`src/rtl/nes_loader_pkg.sv`:
```
// Shared types and constants for the iNES cartridge loader.
package nes_loader_pkg;

  typedef enum logic [2:0] {
    ST_IDLE       = 3'd0,
    ST_HEADER     = 3'd1,
    ST_TRAINER    = 3'd2,
    ST_PRG        = 3'd3,
    ST_PRG_MIRROR = 3'd4,
    ST_CHR        = 3'd5,
    ST_DONE       = 3'd6,
    ST_ERROR      = 3'd7
  } state_t;

  typedef enum logic [1:0] {
    ERR_NONE   = 2'b00,
    ERR_MAGIC  = 2'b01,
    ERR_SIZE   = 2'b10,
    ERR_MAPPER = 2'b11
  } err_code_t;

  localparam logic [31:0] INES_MAGIC     = 32'h4E45531A;
  localparam logic [3:0]  HDR_LAST_IDX   = 4'hF;
  localparam logic [14:0] PRG_16K_LAST   = 15'h3FFF;
  localparam logic [14:0] PRG_32K_LAST   = 15'h7FFF;
  localparam logic [15:0] PRG_MIRROR_OFS = 16'h4000;
  localparam logic [12:0] CHR_8K_LAST    = 13'h1FFF;

  // Expected magic byte for header positions 0..3 ("NES" followed by EOF).
  function automatic logic [7:0] magic_byte(input logic [1:0] idx);
    case (idx)
      2'd0:    return INES_MAGIC[31:24];
      2'd1:    return INES_MAGIC[23:16];
      2'd2:    return INES_MAGIC[15:8];
      2'd3:    return INES_MAGIC[7:0];
      default: return 8'h00;
    endcase
  endfunction

endpackage

```
`src/rtl/ines_header_check.sv`:
```
// Watches header beats: flags a bad magic byte on the beat itself and
// captures the size/flag fields so the loader can judge them after byte 15.
module ines_header_check
  import nes_loader_pkg::*;
(
  input  logic       clk,
  input  logic       rst_n,
  input  logic       clear,
  input  logic       beat,
  input  logic [3:0] idx,
  input  logic [7:0] hdr_byte,
  output logic       magic_err,
  output logic [7:0] prg_banks,
  output logic [7:0] chr_banks,
  output logic       trainer,
  output logic       mirroring,
  output logic [7:0] mapper
);

  logic [7:0] prg_banks_r;
  logic [7:0] chr_banks_r;
  logic       trainer_r;
  logic       mirroring_r;
  logic [3:0] mapper_lo_r;
  logic [3:0] mapper_hi_r;
  logic       magic_err_s;

  // Magic mismatch is reported on the beat so the loader can stop at once.
  always_comb begin
    magic_err_s = 1'b0;
    if (beat && (idx < 4'd4)) begin
      magic_err_s = (hdr_byte != magic_byte(idx[1:0]));
    end else begin
      magic_err_s = 1'b0;
    end
  end

  // Capture header fields from bytes 4..7; cleared whenever a new load starts.
  always_ff @(posedge clk) begin
    if (!rst_n || clear) begin
      prg_banks_r <= 8'h00;
      chr_banks_r <= 8'h00;
      trainer_r   <= 1'b0;
      mirroring_r <= 1'b0;
      mapper_lo_r <= 4'h0;
      mapper_hi_r <= 4'h0;
    end else if (beat) begin
      case (idx)
        4'd4: prg_banks_r <= hdr_byte;
        4'd5: chr_banks_r <= hdr_byte;
        4'd6: begin
          mirroring_r <= hdr_byte[0];
          trainer_r   <= hdr_byte[2];
          mapper_lo_r <= hdr_byte[7:4];
        end
        4'd7: mapper_hi_r <= hdr_byte[7:4];
        default: ;
      endcase
    end
  end

  assign magic_err = magic_err_s;
  assign prg_banks = prg_banks_r;
  assign chr_banks = chr_banks_r;
  assign trainer   = trainer_r;
  assign mirroring = mirroring_r;
  assign mapper    = {mapper_hi_r, mapper_lo_r};

endmodule

```
`src/rtl/ines_rom_loader.sv`:
```
// iNES stream loader: validates the header, writes PRG (mirroring 16KB images
// into both halves) and CHR, and holds the CPU in reset until a load succeeds.
module ines_rom_loader
  import nes_loader_pkg::*;
#(
  parameter logic [15:0] PRG_BASE      = 16'h8000,
  parameter int          TRAINER_BYTES = 512,
  parameter int          MAX_PRG_BANKS = 2,
  parameter int          MAX_CHR_BANKS = 1
) (
  input  logic        ROM_CLK,
  input  logic        RESET_n,
  input  logic        start,
  input  logic [7:0]  in_data,
  input  logic        in_valid,
  output logic        in_ready,
  output logic        prgmr_wren,
  output logic [15:0] prgmr_addr,
  output logic [7:0]  prgmr_data,
  output logic        chr_wren,
  output logic [12:0] chr_addr,
  output logic [7:0]  chr_data,
  output logic        cpu_hold,
  output logic        done,
  output logic        error,
  output logic [1:0]  error_code,
  output logic        mirroring
);

  state_t      state_r, next_state_s;
  logic [14:0] cnt_r, cnt_s;
  logic        in_ready_r, prg_wren_r, prg_wren_s, chr_wren_r, chr_wren_s;
  logic [15:0] prg_addr_r, prg_addr_s;
  logic [7:0]  prg_data_r, prg_data_s, chr_data_r, chr_data_s;
  logic [12:0] chr_addr_r, chr_addr_s;
  logic        done_r, done_s, error_r, error_s, hold_r, hold_s;
  err_code_t   code_r, code_s;

  logic        beat_s, start_ok_s, magic_err_s, trainer_s, mirroring_s;
  logic [7:0]  prg_banks_s, chr_banks_s, mapper_s;
  logic        size_err_s, mapper_err_s, one_bank_s, has_chr_s, prg_last_s;
  state_t      after_prg_s;

  assign beat_s       = in_valid && in_ready_r;
  assign start_ok_s   = start && ((state_r == ST_IDLE) || (state_r == ST_DONE) || (state_r == ST_ERROR));
  assign size_err_s   = (prg_banks_s == 8'd0) || (prg_banks_s > 8'(MAX_PRG_BANKS)) ||
                        (chr_banks_s > 8'(MAX_CHR_BANKS));
  assign mapper_err_s = (mapper_s != 8'h00);
  assign one_bank_s   = (prg_banks_s == 8'd1);
  assign has_chr_s    = (chr_banks_s != 8'd0);
  assign prg_last_s   = (cnt_r == (one_bank_s ? PRG_16K_LAST : PRG_32K_LAST));
  assign after_prg_s  = has_chr_s ? ST_CHR : ST_DONE;

  ines_header_check u_hdr (
    .clk       (ROM_CLK),
    .rst_n     (RESET_n),
    .clear     (start_ok_s),
    .beat      (beat_s && (state_r == ST_HEADER)),
    .idx       (cnt_r[3:0]),
    .hdr_byte  (in_data),
    .magic_err (magic_err_s),
    .prg_banks (prg_banks_s),
    .chr_banks (chr_banks_s),
    .trainer   (trainer_s),
    .mirroring (mirroring_s),
    .mapper    (mapper_s)
  );

  // State register.
  always_ff @(posedge ROM_CLK) begin
    if (!RESET_n) state_r <= ST_IDLE;
    else          state_r <= next_state_s;
  end

  // Next-state decision for each load phase.
  always_comb begin
    next_state_s = state_r;
    case (state_r)
      ST_IDLE, ST_DONE, ST_ERROR: next_state_s = start ? ST_HEADER : state_r;
      ST_HEADER: begin
        if (!beat_s)                     next_state_s = ST_HEADER;
        else if (magic_err_s)            next_state_s = ST_ERROR;
        else if (cnt_r[3:0] != HDR_LAST_IDX) next_state_s = ST_HEADER;
        else if (size_err_s || mapper_err_s) next_state_s = ST_ERROR;
        else if (trainer_s)              next_state_s = ST_TRAINER;
        else                             next_state_s = ST_PRG;
      end
      ST_TRAINER: next_state_s = (beat_s && (cnt_r == 15'(TRAINER_BYTES - 1))) ? ST_PRG : ST_TRAINER;
      ST_PRG: begin
        if (!beat_s)         next_state_s = ST_PRG;
        else if (one_bank_s) next_state_s = ST_PRG_MIRROR;
        else if (prg_last_s) next_state_s = after_prg_s;
        else                 next_state_s = ST_PRG;
      end
      ST_PRG_MIRROR: next_state_s = prg_last_s ? after_prg_s : ST_PRG;
      ST_CHR:  next_state_s = (beat_s && (cnt_r[12:0] == CHR_8K_LAST)) ? ST_DONE : ST_CHR;
      default: next_state_s = ST_IDLE;
    endcase
  end

  // Counter, write strobes and status values for the next cycle.
  always_comb begin
    cnt_s      = cnt_r;
    prg_wren_s = 1'b0;
    prg_addr_s = prg_addr_r;
    prg_data_s = prg_data_r;
    chr_wren_s = 1'b0;
    chr_addr_s = chr_addr_r;
    chr_data_s = chr_data_r;
    done_s     = done_r;
    error_s    = error_r;
    code_s     = code_r;
    hold_s     = hold_r;
    case (state_r)
      ST_IDLE, ST_DONE, ST_ERROR: begin
        if (start) begin
          cnt_s   = 15'd0;
          done_s  = 1'b0;
          error_s = 1'b0;
          code_s  = ERR_NONE;
          hold_s  = 1'b1;
        end else begin
          cnt_s = cnt_r;
        end
      end
      ST_HEADER: begin
        if (beat_s) begin
          cnt_s = (cnt_r[3:0] == HDR_LAST_IDX) ? 15'd0 : cnt_r + 15'd1;
          if (magic_err_s)                                code_s = ERR_MAGIC;
          else if ((cnt_r[3:0] == HDR_LAST_IDX) && size_err_s)   code_s = ERR_SIZE;
          else if ((cnt_r[3:0] == HDR_LAST_IDX) && mapper_err_s) code_s = ERR_MAPPER;
          else                                            code_s = code_r;
        end else begin
          cnt_s = cnt_r;
        end
      end
      ST_TRAINER: begin
        if (beat_s) cnt_s = (cnt_r == 15'(TRAINER_BYTES - 1)) ? 15'd0 : cnt_r + 15'd1;
        else        cnt_s = cnt_r;
      end
      ST_PRG: begin
        if (beat_s) begin
          prg_wren_s = 1'b1;
          prg_addr_s = PRG_BASE + {1'b0, cnt_r};
          prg_data_s = in_data;
          // A 16KB image advances the counter only after its mirror write.
          if (one_bank_s) cnt_s = cnt_r;
          else            cnt_s = prg_last_s ? 15'd0 : cnt_r + 15'd1;
        end else begin
          cnt_s = cnt_r;
        end
      end
      ST_PRG_MIRROR: begin
        prg_wren_s = 1'b1;
        prg_addr_s = PRG_BASE + {1'b0, cnt_r} + PRG_MIRROR_OFS;
        cnt_s      = prg_last_s ? 15'd0 : cnt_r + 15'd1;
      end
      ST_CHR: begin
        if (beat_s) begin
          chr_wren_s = 1'b1;
          chr_addr_s = cnt_r[12:0];
          chr_data_s = in_data;
          cnt_s      = (cnt_r[12:0] == CHR_8K_LAST) ? 15'd0 : cnt_r + 15'd1;
        end else begin
          cnt_s = cnt_r;
        end
      end
      default: cnt_s = 15'd0;
    endcase
    error_s = error_s || ((next_state_s == ST_ERROR) && (state_r != ST_ERROR));
    done_s  = done_s  || ((next_state_s == ST_DONE) && (state_r != ST_DONE));
    hold_s  = hold_s  && !((next_state_s == ST_DONE) && (state_r != ST_DONE));
  end

  // Output and counter registers.
  always_ff @(posedge ROM_CLK) begin
    if (!RESET_n) begin
      cnt_r      <= 15'd0;
      in_ready_r <= 1'b0;
      prg_wren_r <= 1'b0;
      prg_addr_r <= 16'h0000;
      prg_data_r <= 8'h00;
      chr_wren_r <= 1'b0;
      chr_addr_r <= 13'h0000;
      chr_data_r <= 8'h00;
      done_r     <= 1'b0;
      error_r    <= 1'b0;
      code_r     <= ERR_NONE;
      hold_r     <= 1'b1;
    end else begin
      cnt_r      <= cnt_s;
      in_ready_r <= (next_state_s == ST_HEADER) || (next_state_s == ST_TRAINER) ||
                    (next_state_s == ST_PRG)    || (next_state_s == ST_CHR);
      prg_wren_r <= prg_wren_s;
      prg_addr_r <= prg_addr_s;
      prg_data_r <= prg_data_s;
      chr_wren_r <= chr_wren_s;
      chr_addr_r <= chr_addr_s;
      chr_data_r <= chr_data_s;
      done_r     <= done_s;
      error_r    <= error_s;
      code_r     <= code_s;
      hold_r     <= hold_s;
    end
  end

  assign in_ready   = in_ready_r;
  assign prgmr_wren = prg_wren_r;
  assign prgmr_addr = prg_addr_r;
  assign prgmr_data = prg_data_r;
  assign chr_wren   = chr_wren_r;
  assign chr_addr   = chr_addr_r;
  assign chr_data   = chr_data_r;
  assign cpu_hold   = hold_r;
  assign done       = done_r;
  assign error      = error_r;
  assign error_code = code_r;
  assign mirroring  = mirroring_s;

endmodule
```
`config.mk`:
```
export PLATFORM = sky130hd
export DESIGN_NAME = ines_rom_loader
export DESIGN_NICKNAME = d
export VERILOG_FILES = /design/src/rtl/nes_loader_pkg.sv /design/src/rtl/ines_header_check.sv /design/src/rtl/ines_rom_loader.sv
export SDC_FILE = /design/constraint.sdc
export NUM_CORES = 1
export LEC_CHECK = 0
export CAP_MARGIN = 30
export CELL_PAD_IN_SITES_DETAIL_PLACEMENT = 1
export CELL_PAD_IN_SITES_GLOBAL_PLACEMENT = 2
export CORE_AREA = 2 2 83 144
export CTS_CLUSTER_DIAMETER = 120
export DETAILED_ROUTE_END_ITERATION = 10
export DIE_AREA = 0 0 85 146
export DONT_BUFFER_PORTS = 1
export MAX_ROUTING_LAYER = met4
export PLACE_DENSITY_LB_ADDON = 0.1
export SLEW_MARGIN = 20
export SYNTH_ARGS = -nofsm -noshare
export SYNTH_HDL_FRONTEND = slang
export SYNTH_HIERARCHICAL = 1
export SYNTH_SLANG_ARGS = --single-unit
export TNS_END_PERCENT = 5
```
`constraint.sdc`:
```
create_clock -name ROM_CLK -period 9.51 [get_ports ROM_CLK]
set_clock_uncertainty 0.2 [all_clocks]
set_input_delay 1.902 -clock ROM_CLK [delete_from_list [all_inputs] [get_ports ROM_CLK]]
set_output_delay 1.902 -clock ROM_CLK [all_outputs]
set_load 0.01 [all_outputs]
```
# --- Yosys cells after proc, flatten, opt, wreduce, memory -nomap -nowiden ---
# Index checks and enable logic that the tools add are counted.
classes:
  muxes: 44
  n_lt_le_gt_ge: 3
  addsub: 3
  n_reduce_logical: 42
  eq_ne: 36
ops:
  columns: ["op", "count"]
  rows:
  - ["$mux 15", 11]
  - ["$pmux 15 s6", 1]
  - ["$pmux 16 s2", 1]
  - ["$pmux 8 s4", 1]
  - ["$mux 3", 8]
  - ["$eq 3x3->1 const B", 7]
  - ["$pmux 3 s6", 1]
  - ["$add 16x15->16 const A", 1]
  - ["$add 16x15->16 const B", 1]
  - ["$eq 4x3->1 const B", 4]
  - ["$mux 16", 1]
  - ["$reduce_and 2->1", 8]
  - ["$reduce_bool 8->1", 2]
  - ["$add 15x1->15 const B", 1]
  - ["$eq 15x15->1", 1]
  - ["$eq 15x9->1 const B", 1]
  - ["$mux 2", 7]
  - ["$eq 13x13->1 const B", 1]
  - ["$eq 3x2->1 const B", 4]
  - ["$ne 2x2->1 const B", 6]
  - ["$logic_and 1x1->1", 11]
  - ["$logic_or 1x1->1", 11]
  - ["$mux 1", 10]
  - ["$eq 8x1->1 const B", 1]
  - ["other kinds (22)", 27]
totals:
  reg_bits: 97
  out_inout_bits: 54
  in_bits: 12
  wordCells: 147

# --- Longest topological paths before layout ---
# Gate-level depths: netlist of the first run.
depth:
  ltp_word: 13
  ltp_mapped: 13
  ltp_nobuf: 11

# --- Hierarchy ---
# Netlist of the first run, hierarchy kept.
modules_own_cells:
  columns: ["module", "seq_area_each_um2", "area_each_um2", "cells_per_inst", "n_inst"]
  rows:
  - ["ines_rom_loader", 1421.4, 3215.6, 415, 1]
  - ["ines_header_check", 520.5, 1157.4, 128, 1]

# --- Least setup slack after synthesis of the first run ---
# Ideal clock, no wire load.
synth_timing:
  path_type: "input port to flip-flop"
  startpoint: "input in_valid"
  endpoint: "register hold_r, in the netlist cpu_hold"
  slack_ns: 5.233
  t_required_ns: 9.190
  path_stages: 10
  path_buffers: 1
  arrival_time_ns: 3.957
  setup_ns: 0.120
  path_cell_list: "nand2_2 nor2_1 clkbuf_8 or3b_1 a31oi_1 o21ai_0 a21oi_1 nor3_1 or4b_1 o31a_1"
synth_via:
  elab_chain_len: 11
  elab_cells_between_ends: 16
  classes_between: "eq/ne: 1; mux: 7; reduce/logical: 8"
synth_lines:
  columns: ["element", "line_no", "source"]
  rows:
  - ["start, declared", "ines_rom_loader.sv:15", "input logic in_valid,"]
  - ["$logic_and 1x1->1", "ines_rom_loader.sv:44", "assign beat_s = in_valid && in_ready_r;"]
  - ["$logic_and 1x1->1", "ines_rom_loader.sv:58", ".beat (beat_s && (state_r == ST_HEADER)),"]
  - ["$logic_and 1x1->1", "ines_header_check.sv:31", "if (beat && (idx < 4'd4)) begin"]
  - ["$mux 1", "ines_header_check.sv:31", null]
  - ["named net magic_err_s", "ines_rom_loader.sv:39", "logic beat_s, start_ok_s, magic_err_s, trainer_s, mirroring_s;"]
  - ["$mux 3", "ines_rom_loader.sv:82", "else if (magic_err_s) next_state_s = ST_ERROR;"]
  - ["$mux 3", "ines_rom_loader.sv:81", "if (!beat_s) next_state_s = ST_HEADER;"]
  - ["$pmux 3 s6", "ines_rom_loader.sv:78", "case (state_r)"]
  - ["$eq 3x3->1", "ines_rom_loader.sv:172", "hold_s = hold_s && !((next_state_s == ST_DONE) && (state_r != ST_DONE));"]
  - ["$logic_and 1x1->1", "ines_rom_loader.sv:172", null]
  - ["$logic_not 1->1", "ines_rom_loader.sv:172", null]
  - ["$logic_and 1x1->1", "ines_rom_loader.sv:172", null]
  - ["end signal, assigned", "ines_rom_loader.sv:203", "hold_r <= hold_s;"]
  - ["end, declared", "ines_rom_loader.sv:36", "logic done_r, done_s, error_r, error_s, hold_r, hold_s;"]
# The timed path passes the listed nets, and every way through them passes these cells.
# A chain may end at the register's enable or synchronous reset.

# --- Worst setup path after layout of the first run ---
# Same ends and word-level chain as after synthesis.

==> impl_results.md, run 1 <==
* GRT Total Usage at 21.6%
* Final weighted congestion in routability-driven placement at 0.874
* Inserted Clock Buffers at 9
* Fraction of synthesis flops using an asynchronous set or reset pin at 0%
* Worst-path maximum fanout at 9
* Quantity of hold-fixing buffers added after cts at 0
* Proportion of layout cells with a drive suffix above 1 at 6.79%
* Path type of the worst setup path: in2reg
* Max capacitance violation total at 0
* Number of warnings issued by yosys at 6
* Area growth from synthesis to final layout at 8.13%
* DP HPWL at 9390 um
* Area of the placeable core at 11200 sq um
* Clock period minus worst slack at 4.49 ns
* Sequential power share at 49.4%
* Maximum root-to-sink buffer count at 2
* Count of port buffers added during placement at 0
* Post-synthesis cell type with the largest combined area: sky130_fd_sc_hd__dfxtp_1
* Detailed-route via count at 3651
* Finished layout cell area at 4730 sq um
* Antenna Nets Post-Route at 0
* Insertion delay of the later-clocked pin in the worst-skew pair at 0.34 ns
* Vias in the first global route at 3758
* DR DRC count at 0
* IR Drop Worst-Case VDD at 0.103 mV
* Tightest Pin Transition at 0.722 ns
* Mapped Cells at 543
* Endpoint type of the worst setup path: register
* Most numerous cell in the Yosys netlist: sky130_fd_sc_hd__nand2_1
* Distinct cell type count after synthesis at 59
* Clock input transition at the sequential cells of the worst setup and hold paths at 0.07 ns
* Top FF cell, synth: sky130_fd_sc_hd__dfxtp_1
* Final cycle utilization of the critical path at 47.2%
* Num ports at 66
* Clock Tree Root: sky130_fd_sc_hd__clkbuf_16
* Max Freq at 223 MHz
* Pwr/cell area at 177 nW/um^2
* Required time at the endpoint of the critical path at 9.55 ns
* Cell Int Power at 0.000631 W
* Critical path origin: in_valid
* Dominant cells by area after synthesis: sky130_fd_sc_hd__dfxtp_1 (44%), sky130_fd_sc_hd__nand2_1 (11%), sky130_fd_sc_hd__a21oi_1 (7.8%)
* Core Rows at 51
* Starting utilization of the core area at 39.2%
* Final slew viol count at 0
* Post-Synth Simple-Gate Area at 26.9%
* Synth cell count leaders: sky130_fd_sc_hd__nand2_1 (127), sky130_fd_sc_hd__dfxtp_1 (97), sky130_fd_sc_hd__a21oi_1 (68), sky130_fd_sc_hd__nor2_1 (49), sky130_fd_sc_hd__clkbuf_1 (26)
* Post-CTS Setup Bufs at 0
* RSZ-0062 raised after global routing: false
* Horizontal die dimension at 85 um
* Rel. slew slack at 51.8%
* Leakage power at 1.69 nW
* Combinational cell fraction of total power at 5.6%
* Syn avg cell area at 8.05 sq um
* Net switching power at 0.000207 W
* Number of vias per cell after detailed routing at 5.52
* Antenna violations before repair at 0
* Startpoint types: input port
* Synth Area in Adders at 2.58%
* Final count of hold timing violations at 0
* DIE HEIGHT at 146 um
* Dominant delay contributor by cell family on the critical path: simple AND/OR/NAND/NOR gates
* Net switching fraction of the power at 24.6%
* Crit path max-delay cell type: sky130_fd_sc_hd__or4b_1
* Standard cell area after detailed placement at 4410 sq um
* Endpoint arrival time on the critical path at 4.52 ns
* Maximum number of pins on one net before global-route repair at 55
* Cell depth of the worst setup path at 9
* Synth Area in Compound Gates at 15.2%
* CTS tree: yes
* WL final at 12600 um
* Post-synth design cell area at 4370 sq um
* Portion of the post-synthesis area used by sequential elements at 44.4%
* Depth of the worst register-to-register path at 10
* Die footprint at 12400 sq um
* Worst flop-to-flop path endpoint: cpu_hold
* Post-cts resize count at 0
* Wire per inst at 19.0 um
* Number of fill cells at 1364
* Global-route wire length before repair at 20200 um
* Sum of negative setup slack at 0 ns
* Share of total power in the clock network at 45.0%
* Dominant combinational cell family by area after synthesis: simple AND/OR/NAND/NOR gates
* H-tree lvl count at 3
* CP cell instances: nand2_2 > nor2_1 > or3b_1 > a31oi_1 > o21ai_0 > a21oi_1 > nor3_1 > or4b_1 > o31a_1
* GRT overflow at 0
* Critical path endpoint: cpu_hold
* Worst r2r src: state_r[0]
* Result of the run: finished clean
* Largest stage delay on the critical path at 0.55 ns
* Fraction of synthesized cell area taken by the top area cell type at 44.4%
* CP bufs+invs at 0
* Final Power at 0.000838 W
* FF+latch count, synth at 97
* Number of sinks handled by clock tree synthesis at 97
* Post-synthesis net count at 564
* # nets final at 546
* Initial DRT Pass Iterations at 4
* Diodes inserted at 0
* Mux cell area share after synthesis at 4.12%
* Initial drt markers at 121
* Flop-to-flop setup slack at 5.39 ns
* Post-synthesis xor/xnor area fraction at 2.20%
* Worst min-delay path category: reg2reg
* Number of enable flip-flop cells after synthesis at 0
* Setup violations, final at 0
## worst reg2reg max path, stage by stage, from the launching register on
cell and delay (ns):
sky130_fd_sc_hd__dfxtp_1 0.69, sky130_fd_sc_hd__inv_1 0.25, sky130_fd_sc_hd__or3_1 0.42, sky130_fd_sc_hd__nor2_1 0.48, sky130_fd_sc_hd__or3b_1 0.40, sky130_fd_sc_hd__a31oi_1 0.46
sky130_fd_sc_hd__o21ai_0 0.18, sky130_fd_sc_hd__a21oi_1 0.15, sky130_fd_sc_hd__nor3_1 0.11, sky130_fd_sc_hd__or4b_1 0.55, sky130_fd_sc_hd__o31a_1 0.12
## metal layers
metal,GRT usage [%],up-vias,wire length [um]
met3,3.80,17,337
met5,-,-,0
met4,8.49,0,356
li1,-,1837,-
met1,22.2,1738,4770
met2,39.5,59,7100
## cells in the final DEF, fill, tap and decap left out, types with 9 or more instances in the layout
cell / count
sky130_fd_sc_hd__nor2_1: 48
sky130_fd_sc_hd__nor3_1: 9
sky130_fd_sc_hd__nand3_1: 9
sky130_fd_sc_hd__nand2_1: 127
sky130_fd_sc_hd__dfxtp_1: 97
sky130_fd_sc_hd__a21oi_1: 68
sky130_fd_sc_hd__clkbuf_16: 9
sky130_fd_sc_hd__mux2i_1: 18
sky130_fd_sc_hd__ha_1: 9
sky130_fd_sc_hd__o21ai_0: 12
## power groups by stage
stage                     Sequential [W]  Combinational, W  Clock, W
after global placement          0.000424         0.0000450         0
final                           0.000414         0.0000468  0.000377
after floorplan                 0.000420         0.0000376         0
after global routing            0.000415         0.0000527  0.000405
after detailed placement        0.000424         0.0000462         0
after CTS                       0.000414         0.0000465  0.000389
## how the worst min path moves through the flow
stage | start | endpoint | cells after the start
final | u_hdr/chr_banks[5] | u_hdr/chr_banks[5] | 2
after global routing | u_hdr/chr_banks[2] | u_hdr/chr_banks[2] | 2
after CTS | u_hdr/chr_banks[5] | u_hdr/chr_banks[5] | 2
after detailed placement | u_hdr/chr_banks[5] | u_hdr/chr_banks[5] | 2
after global placement | u_hdr/chr_banks[5] | u_hdr/chr_banks[5] | 2
after floorplan | u_hdr/chr_banks[2] | u_hdr/chr_banks[2] | 2
## registers in the layout, indices dropped and copies added (netlist names)
name,flops
prgmr_addr,16
cnt_r,15
chr_addr,13
chr_data,8
prgmr_data,8
u_hdr/chr_banks,8
u_hdr/prg_banks,8
u_hdr/mapper_hi_r,4
u_hdr/mapper_lo_r,4
state_r,3
error_code,2
chr_wren,1
cpu_hold,1
done,1
error,1
in_ready,1
prgmr_wren,1
u_hdr/mirroring,1
u_hdr/trainer,1
## kinds of logic (layout without fill, tap and decap cells)
group,count (synthesis),after routing
flip-flops,97,97
adder cells (fa/ha/maj),9,9
multiplexers,18,18
AO/OA/AOI/OAI,114,114
AND/OR/NAND/NOR,250,250
XOR/XNOR,11,11
buffers and inverters,44,31
## area by class of cell
| cell class | count | area [sq um] | area share, % |
|---|---|---|---|
| Timing Repair Buffer | 5 | 41.3 | 0.873 |
| Sequential cell | 97 | 1940 | 41.1 |
| Inverter | 10 | 37.5 | 0.794 |
| Tap cell | 132 | 165 | 3.49 |
| Multi-Input combinational cell | 402 | 2230 | 47.2 |
| Clock buffer | 9 | 225 | 4.76 |
| Clock inverter | 7 | 83.8 | 1.77 |
## per-stage QoR
stage	cells	hold slack [ns]	setup WS (ns)	utilization, %
2_1_floorplan	543	0.231	5.23	-
3_3_place_gp	645	0.239	4.74	39.5
3_5_place_dp	645	0.246	4.67	39.5
4_1_cts	661	0.256	5.04	42.2
5_1_grt	662	0.289	4.78	42.3
6_report	662	0.253	5.02	42.3
(Power assumes the default switching activity.)
==> run 2: changes to the inputs <==
--- a/config.mk
+++ b/config.mk
@@ -8,10 +8,10 @@
 export CAP_MARGIN = 30
 export CELL_PAD_IN_SITES_DETAIL_PLACEMENT = 1
 export CELL_PAD_IN_SITES_GLOBAL_PLACEMENT = 2
-export CORE_AREA = 2 2 83 144
+export CORE_AREA = 2 2 91 158
 export CTS_CLUSTER_DIAMETER = 120
 export DETAILED_ROUTE_END_ITERATION = 10
-export DIE_AREA = 0 0 85 146
+export DIE_AREA = 0 0 93 160
 export DONT_BUFFER_PORTS = 1
 export MAX_ROUTING_LAYER = met4
 export PLACE_DENSITY_LB_ADDON = 0.1
==> constraint.sdc (replaced) <==
create_clock -name ROM_CLK -period 3.98 [get_ports ROM_CLK]
set_clock_uncertainty 0.2 [all_clocks]
set_input_delay 0.796 -clock ROM_CLK [delete_from_list [all_inputs] [get_ports ROM_CLK]]
set_output_delay 0.796 -clock ROM_CLK [all_outputs]
set_load 0.01 [all_outputs]
==> run 2 against run 1 <==
  * Critical path depth rose by 2
  * Utilization decreased by 6.9 points
  * Global-route usage shrank 1.6 points
  * First-iteration DRC count increased by 8.3%
  * Flip-flop and latch count unchanged
  * Routed wire length up 10%
  * Register-to-register slack got worse by 5.0 ns
  * Via count is 3.4% higher
  * Hold slack better by 0.0010 ns
  * Combinational power increased to 2.8 times the previous value
  * Sequential power is 140% higher
  * Critical endpoint unchanged
  * Largest cell class unchanged
==> impl_results.md, run 2 (same netlist as run 1, synthesis figures left out) <==
* Result of the run: finished clean
* Antenna violations before repair at 0 (unchanged)
* Required time at the endpoint of the critical path at 4.02 ns (-5.53 ns)
* CP bufs+invs at 1 (+1)
* Max capacitance violation total at 0 (unchanged)
* GRT Total Usage at 20.0% (-1.6 points)
* Max Freq at 278 MHz
* Final Power at 0.00197 W (+130%)
* Area growth from synthesis to final layout at 11.1%
* Initial DRT Pass Iterations at 4 (unchanged)
* Inserted Clock Buffers at 9 (unchanged)
* Antenna Nets Post-Route at 0 (unchanged)
* Pwr/cell area at 405 nW/um^2 (+130%)
* Setup violations, final at 0 (unchanged)
* Worst Hold Endpoint: u_hdr/chr_banks[7]
* Endpoint arrival time on the critical path at 3.63 ns (-0.89 ns)
* DIE HEIGHT at 160 um (+9.6%)
* Crit path max-delay cell type: sky130_fd_sc_hd__dfxtp_1
* Vias in the first global route at 4017 (+6.9%)
* Largest stage delay on the critical path at 0.55 ns (about the same)
* RSZ-0062 raised after global routing: false
* DR DRC count at 0 (unchanged)
* DP HPWL at 10500 um (+12%)
* Starting utilization of the core area at 31.9% (-7.2 points)
* Proportion of layout cells with a drive suffix above 1 at 8.69% (+1.9 points)
* Clock period minus worst slack at 3.59 ns
* Clock input transition at the sequential cells of the worst setup and hold paths at 0.07 ns (about the same)
* Dominant delay contributor by cell family on the critical path: simple AND/OR/NAND/NOR gates
* Flip-flop count of the largest register, all copies and words added at 16 (unchanged)
* Final slew viol count at 0 (unchanged)
* Area of the placeable core at 13700 sq um (+23%)
* Startpoint of the tightest hold check path: u_hdr/chr_banks[7]
* Worst r2r src: cnt_r[0]
* # nets final at 557 (+2.0%)
* Insertion delay of the later-clocked pin in the worst-skew pair at 0.35 ns (about the same)
* Number of sinks handled by clock tree synthesis at 97 (unchanged)
* H-tree lvl count at 3 (unchanged)
* Leakage power at 1.75 nW (+3.2%)
* Maximum number of pins on one net before global-route repair at 44 (-20%)
* Finished layout cell area at 4860 sq um (+2.8%)
* Depth of the worst register-to-register path at 11 (+1)
* Final hold slack at 0.254 ns (+0.00101 ns)
* Num ports at 66 (unchanged)
* Die footprint at 14900 sq um (+20%)
* Final count of hold timing violations at 0 (unchanged)
* WL final at 13800 um (+10%)
* Path type of the worst setup path: reg2reg
* Endpoint type of the worst setup path: register
* Detailed-route via count at 3774 (+3.4%)
* Clock Tree Root: sky130_fd_sc_hd__clkbuf_16
* GRT overflow at 0 (unchanged)
* Core Rows at 57 (+12%)
* Tightest Pin Transition at 0.562 ns (-0.160 ns)
* Rel. slew slack at 62.0% (+10 points)
* Worst min-delay path category: reg2reg
* Quantity of hold-fixing buffers added after cts at 0 (unchanged)
* Fin util at 35.5% (-6.9 points)
* Commonest cells after routing, fill and taps aside: sky130_fd_sc_hd__nand2_1 (127), sky130_fd_sc_hd__dfxtp_1 (97), sky130_fd_sc_hd__a21oi_1 (68)
* Maximum root-to-sink buffer count at 2 (unchanged)
* Hold Crit Depth at 2 (unchanged)
* Startpoint types: register
* Post-CTS Setup Bufs at 0 (unchanged)
* Diodes inserted at 0 (unchanged)
* CTS tree: yes
* Global-route wire length before repair at 22200 um (+9.4%)
* Sum of negative setup slack at 0 ns (unchanged)
* Standard cell area after detailed placement at 4570 sq um (+3.7%)
* CP cell instances: inv_1 > ha_1 > or3b_1 > a22oi_1 > a31oi_1 > nor4_1 > nand4_1 > a22oi_2 > a32oi_1 > or4b_1 > o31a_1
* Count of port buffers added during placement at 0 (unchanged)
* Number of vias per cell after detailed routing at 5.26 (-4.7%)
* Worst-path maximum fanout at 11 (+2)
* Final cycle utilization of the critical path at 90.3%
* Final weighted congestion in routability-driven placement at 0.841 (-3.9%)
* Flop-to-flop setup slack at 0.39 ns (-5.00 ns)
* Worst flop-to-flop path endpoint: cpu_hold
* Post-cts resize count at 0 (unchanged)
* Horizontal die dimension at 93 um (+9.4%)
* Cell depth of the worst setup path at 11 (+2)
* Initial drt markers at 131 (+8.3%)
* Commonest non-fill, non-tap cell in the layout: sky130_fd_sc_hd__nand2_1
* Wire per inst at 19.3 um (+1.5%)
* IR Drop Worst-Case VDD at 0.220 mV (+110%)
## run 2: cell types whose count changed in the layout (fill, tap and decap cells not counted), sizes merged
cell	delta
buf	+11
clkbuf	+1
bufinv	-1
clkinv	-1
clkinvlp	+1
## run 2: stage by stage
| stage | worst slack [ns] | cells |
|---|---|---|
| finish | 0.386 | 718 |
| global route | 0.110 | 718 |
| CTS | 0.345 | 718 |
| detailed placement | 0.364 | 702 |
| global placement | 0.491 | 700 |
| floorplan | 0.737 | 543 |
## run 2: routing by layer
| metal | vias to the layer above | GRT usage, % | wire length (um) |
|---|---|---|---|
| met4 | 0 | 6.48 | 331 |
| met1 | 1832 | 19.9 | 5130 |
| met2 | 64 | 37.8 | 7920 |
| met5 | - | - | 0 |
| li1 | 1857 | - | - |
| met3 | 21 | 3.92 | 451 |
## run 2: cell type report
class                           count  area, sq um
Clock buffer                       10          239
Multi-Input combinational cell    402         2230
Fill cell                        1675         8830
Sequential cell                    97         1940
Tap cell                          177          221
Clock inverter                      6         48.8
Timing Repair Buffer               16          140
Inverter                           10         37.5
## run 2: worst register-to-register path: stages, from the launching register on
cell,delay [ns]
sky130_fd_sc_hd__dfxtp_1,0.55
sky130_fd_sc_hd__inv_1,0.15
sky130_fd_sc_hd__ha_1,0.33
sky130_fd_sc_hd__or3b_1,0.35
sky130_fd_sc_hd__a22oi_1,0.20
sky130_fd_sc_hd__a31oi_1,0.24
sky130_fd_sc_hd__nor4_1,0.33
sky130_fd_sc_hd__nand4_1,0.15
sky130_fd_sc_hd__a22oi_2,0.15
sky130_fd_sc_hd__a32oi_1,0.14
sky130_fd_sc_hd__or4b_1,0.55
sky130_fd_sc_hd__o31a_1,0.14
## run 2: report_power, final
| part | leakage (nW) | total, W | switching [W] | internal [W] |
|---|---|---|---|---|
| clock network | 0.137 | 0.000854 | 0.000405 | 0.000449 |
| registers | 0.782 | 0.000982 | 0.00000786 | 0.000974 |
| logic | 0.829 | 0.000130 | 0.0000889 | 0.0000410 |
| total | 1.75 | 0.00197 | 0.000501 | 0.00146 |
## run 2: worst max path at each step
stage               startpoint       end
finish                cnt_r[0]  cpu_hold
global route          cnt_r[0]  cpu_hold
CTS                   cnt_r[0]  cpu_hold
detailed placement    cnt_r[0]  cpu_hold
global placement      cnt_r[0]  cpu_hold
floorplan           state_r[0]  cpu_hold
==> run 3: changes to the inputs <==
==> constraint.sdc (replaced) <==
create_clock -name ROM_CLK -period 3.98 [get_ports ROM_CLK]
set_clock_uncertainty 0.2 [all_clocks]
set_input_delay 0.796 -clock ROM_CLK [delete_from_list [all_inputs] [get_ports ROM_CLK]]
set_output_delay 0.796 -clock ROM_CLK [all_outputs]
set_load 0.02 [all_outputs]
==> run 3 against run 2 <==
  * First-iteration DRC count decreased by 3.1%
  * Worst setup slack got worse by 0.016 ns
  * Count of clock-buffer cells in the layout decreased by 1
  * Sequential power about the same
  * Flip-flop and latch count unchanged
  * Cell area increased by 0.28%
  * Clock power increased by 5.5%
  * Hold slack got worse by 0.0018 ns
  * Sequential share of layout area decreased by 0.11 points
  * Die area unchanged
  * Critical path type unchanged
  * Highest routed layer unchanged
==> impl_results.md, run 3 (same netlist as run 1, synthesis figures left out) <==
* Result of the run: finished clean
* Wire length on met2 at 7770 um (-1.9%)
* Vias in the first global route at 4005 (-0.30%)
* DR DRC count at 0 (unchanged)
* Initial DRT Pass Iterations at 4 (unchanged)
* Antenna Nets Post-Route at 0 (unchanged)
* Count of port buffers added during placement at 0 (unchanged)
* Number of fill cells at 1679 (+0.24%)
* Final slew viol count at 0 (unchanged)
* Flip-flop count of the largest register, all copies and words added at 16 (unchanged)
* Pwr/cell area at 413 nW/um^2 (+2.2%)
* Clock period minus worst slack at 3.61 ns (+0.0157 ns)
* Core Rows at 57 (unchanged)
* Quantity of hold-fixing buffers added after cts at 0 (unchanged)
* Clock Tree Root: sky130_fd_sc_hd__clkbuf_16
* Die footprint at 14900 sq um (unchanged)
* Diodes inserted at 0 (unchanged)
* Final cycle utilization of the critical path at 90.7% (+0.40 points)
* DIE HEIGHT at 160 um (unchanged)
* Dominant delay contributor by cell family on the critical path: simple AND/OR/NAND/NOR gates
* GRT overflow at 0 (unchanged)
* Reg area at 1940 sq um (unchanged)
* DP HPWL at 10400 um (-1.0%)
* Standard cell area after detailed placement at 4570 sq um (unchanged)
* Path type of the worst setup path: reg2reg
* Finished layout cell area at 4870 sq um (+0.28%)
* Leakage power at 1.75 nW (+0.31%)
* Final weighted congestion in routability-driven placement at 0.848 (+0.84%)
* RSZ-0062 raised after global routing: false
* Global-route wire length before repair at 22100 um (-0.19%)
* CTS tree: yes
* H-tree lvl count at 3 (unchanged)
* Tightest Pin Transition at 0.555 ns (-0.00672 ns)
* Footprint of the multi-input gates at 2230 sq um (unchanged)
* Initial drt markers at 127 (-3.1%)
* Antenna violations before repair at 0 (unchanged)
* Post-cts resize count at 0 (unchanged)
* Max Freq at 277 MHz (-0.44%)
* Number of vias per cell after detailed routing at 5.28 (+0.40%)
* Largest stage delay on the critical path at 0.55 ns (about the same)
* Setup violations, final at 0 (unchanged)
* Endpoint arrival time on the critical path at 3.65 ns (+0.02 ns)
* Maximum number of pins on one net before global-route repair at 44 (unchanged)
* Num ports at 66 (unchanged)
* Worst min-delay path category: reg2reg
* Final count of hold timing violations at 0 (unchanged)
* Area of the placeable core at 13700 sq um (unchanged)
* Top routing layer used: met4
* Post-CTS Setup Bufs at 0 (unchanged)
* Starting utilization of the core area at 31.9% (unchanged)
* Met3 layer wire length in the routed design at 416 um (-7.8%)
* Endpoint type of the worst setup path: register
* Crit path max-delay cell type: sky130_fd_sc_hd__dfxtp_1
* Maximum root-to-sink buffer count at 2 (unchanged)
* Max capacitance violation total at 0 (unchanged)
* WL final at 13800 um (about the same)
* Required time at the endpoint of the critical path at 4.02 ns (about the same)
* Insertion delay of the later-clocked pin in the worst-skew pair at 0.34 ns (about the same)
* Detailed-route via count at 3789 (+0.40%)
* IR Drop Worst-Case VDD at 0.190 mV (-14%)
* Sum of negative setup slack at 0 ns (unchanged)
* Number of sinks handled by clock tree synthesis at 97 (unchanged)
* Horizontal die dimension at 93 um (unchanged)
* Area growth from synthesis to final layout at 11.4%
* Rel. slew slack at 62.7% (+0.63 points)
* Worst-path maximum fanout at 11 (unchanged)
* CP cell instances: inv_1 > ha_1 > or3b_1 > a22oi_1 > a31oi_1 > nor4_1 > nand4_1 > a22oi_2 > a32oi_1 > or4b_1 > o31a_1
* Commonest non-fill, non-tap cell in the layout: sky130_fd_sc_hd__nand2_1
* Clock input transition at the sequential cells of the worst setup and hold paths at 0.07 ns (about the same)
* Commonest cells after routing, fill and taps aside: sky130_fd_sc_hd__nand2_1 (127), sky130_fd_sc_hd__dfxtp_1 (97), sky130_fd_sc_hd__a21oi_1 (68)
* Inserted Clock Buffers at 9 (unchanged)
* # nets final at 557 (unchanged)
* Proportion of layout cells with a drive suffix above 1 at 8.69% (unchanged)
* Wire per inst at 19.3 um (about the same)
* Startpoint types: register
* CP bufs+invs at 1 (unchanged)
* GRT Total Usage at 19.9% (-0.038 points)
* Metal1 wirelength at 5130 um (about the same)
-- run 3: routing by layer --
metal  vias up  global-route usage (%)
met4         0                    8.49
met2        68                    37.1
met3        22                    3.35
met5         -                       -
met1      1836                    19.9
li1       1863                       -
-- run 3: final timing paths --
kind,start,end,slack (ns),depth (start not counted)
min,u_hdr/chr_banks[7],u_hdr/chr_banks[7],0.25,2
max reg2reg,cnt_r[0],cpu_hold,0.37,11
max,cnt_r[0],cpu_hold,0.37,11
min reg2reg,u_hdr/chr_banks[7],u_hdr/chr_banks[7],0.25,2
-- run 3: worst reg2reg max path, stage by stage (launching register included) --
cell and delay [ns]:
sky130_fd_sc_hd__dfxtp_1 0.55, sky130_fd_sc_hd__inv_1 0.16, sky130_fd_sc_hd__ha_1 0.33, sky130_fd_sc_hd__or3b_1 0.35, sky130_fd_sc_hd__a22oi_1 0.21, sky130_fd_sc_hd__a31oi_1 0.25
sky130_fd_sc_hd__nor4_1 0.33, sky130_fd_sc_hd__nand4_1 0.15, sky130_fd_sc_hd__a22oi_2 0.15, sky130_fd_sc_hd__a32oi_1 0.15, sky130_fd_sc_hd__or4b_1 0.55, sky130_fd_sc_hd__o31a_1 0.13
-- run 3: final cells by class --
cell class	instances	share of cell area [%]
multi-input cells	402	45.8
inverters	10	0.770
well taps	177	4.54
clock inverters	7	1.57
clock buffers	9	4.62
repair buffers	16	2.88
flip-flops and latches	97	39.8
-- run 3: power by group --
group | total [W] | internal [W] | leakage (nW) | switching, W
Sequential | 0.000983 | 0.000974 | 0.782 | 0.00000901
Clock | 0.000901 | 0.000494 | 0.143 | 0.000407
Combinational | 0.000130 | 0.0000410 | 0.829 | 0.0000893
-- run 3: through the flow --
step | std cells | setup slack (ns) | hold slack, ns | power [W] | util (%)
detailed placement | 702 | 0.364 | 0.244 | 0.00114 | 33.4
global placement | 700 | 0.504 | 0.239 | 0.00113 | 33.1
CTS | 718 | 0.349 | 0.254 | 0.00204 | 35.6
finish | 718 | 0.370 | 0.253 | 0.00201 | 35.6
floorplan | 543 | 0.737 | 0.231 | 0.00109 | -
global route | 718 | 0.0786 | 0.285 | 0.00210 | 35.6
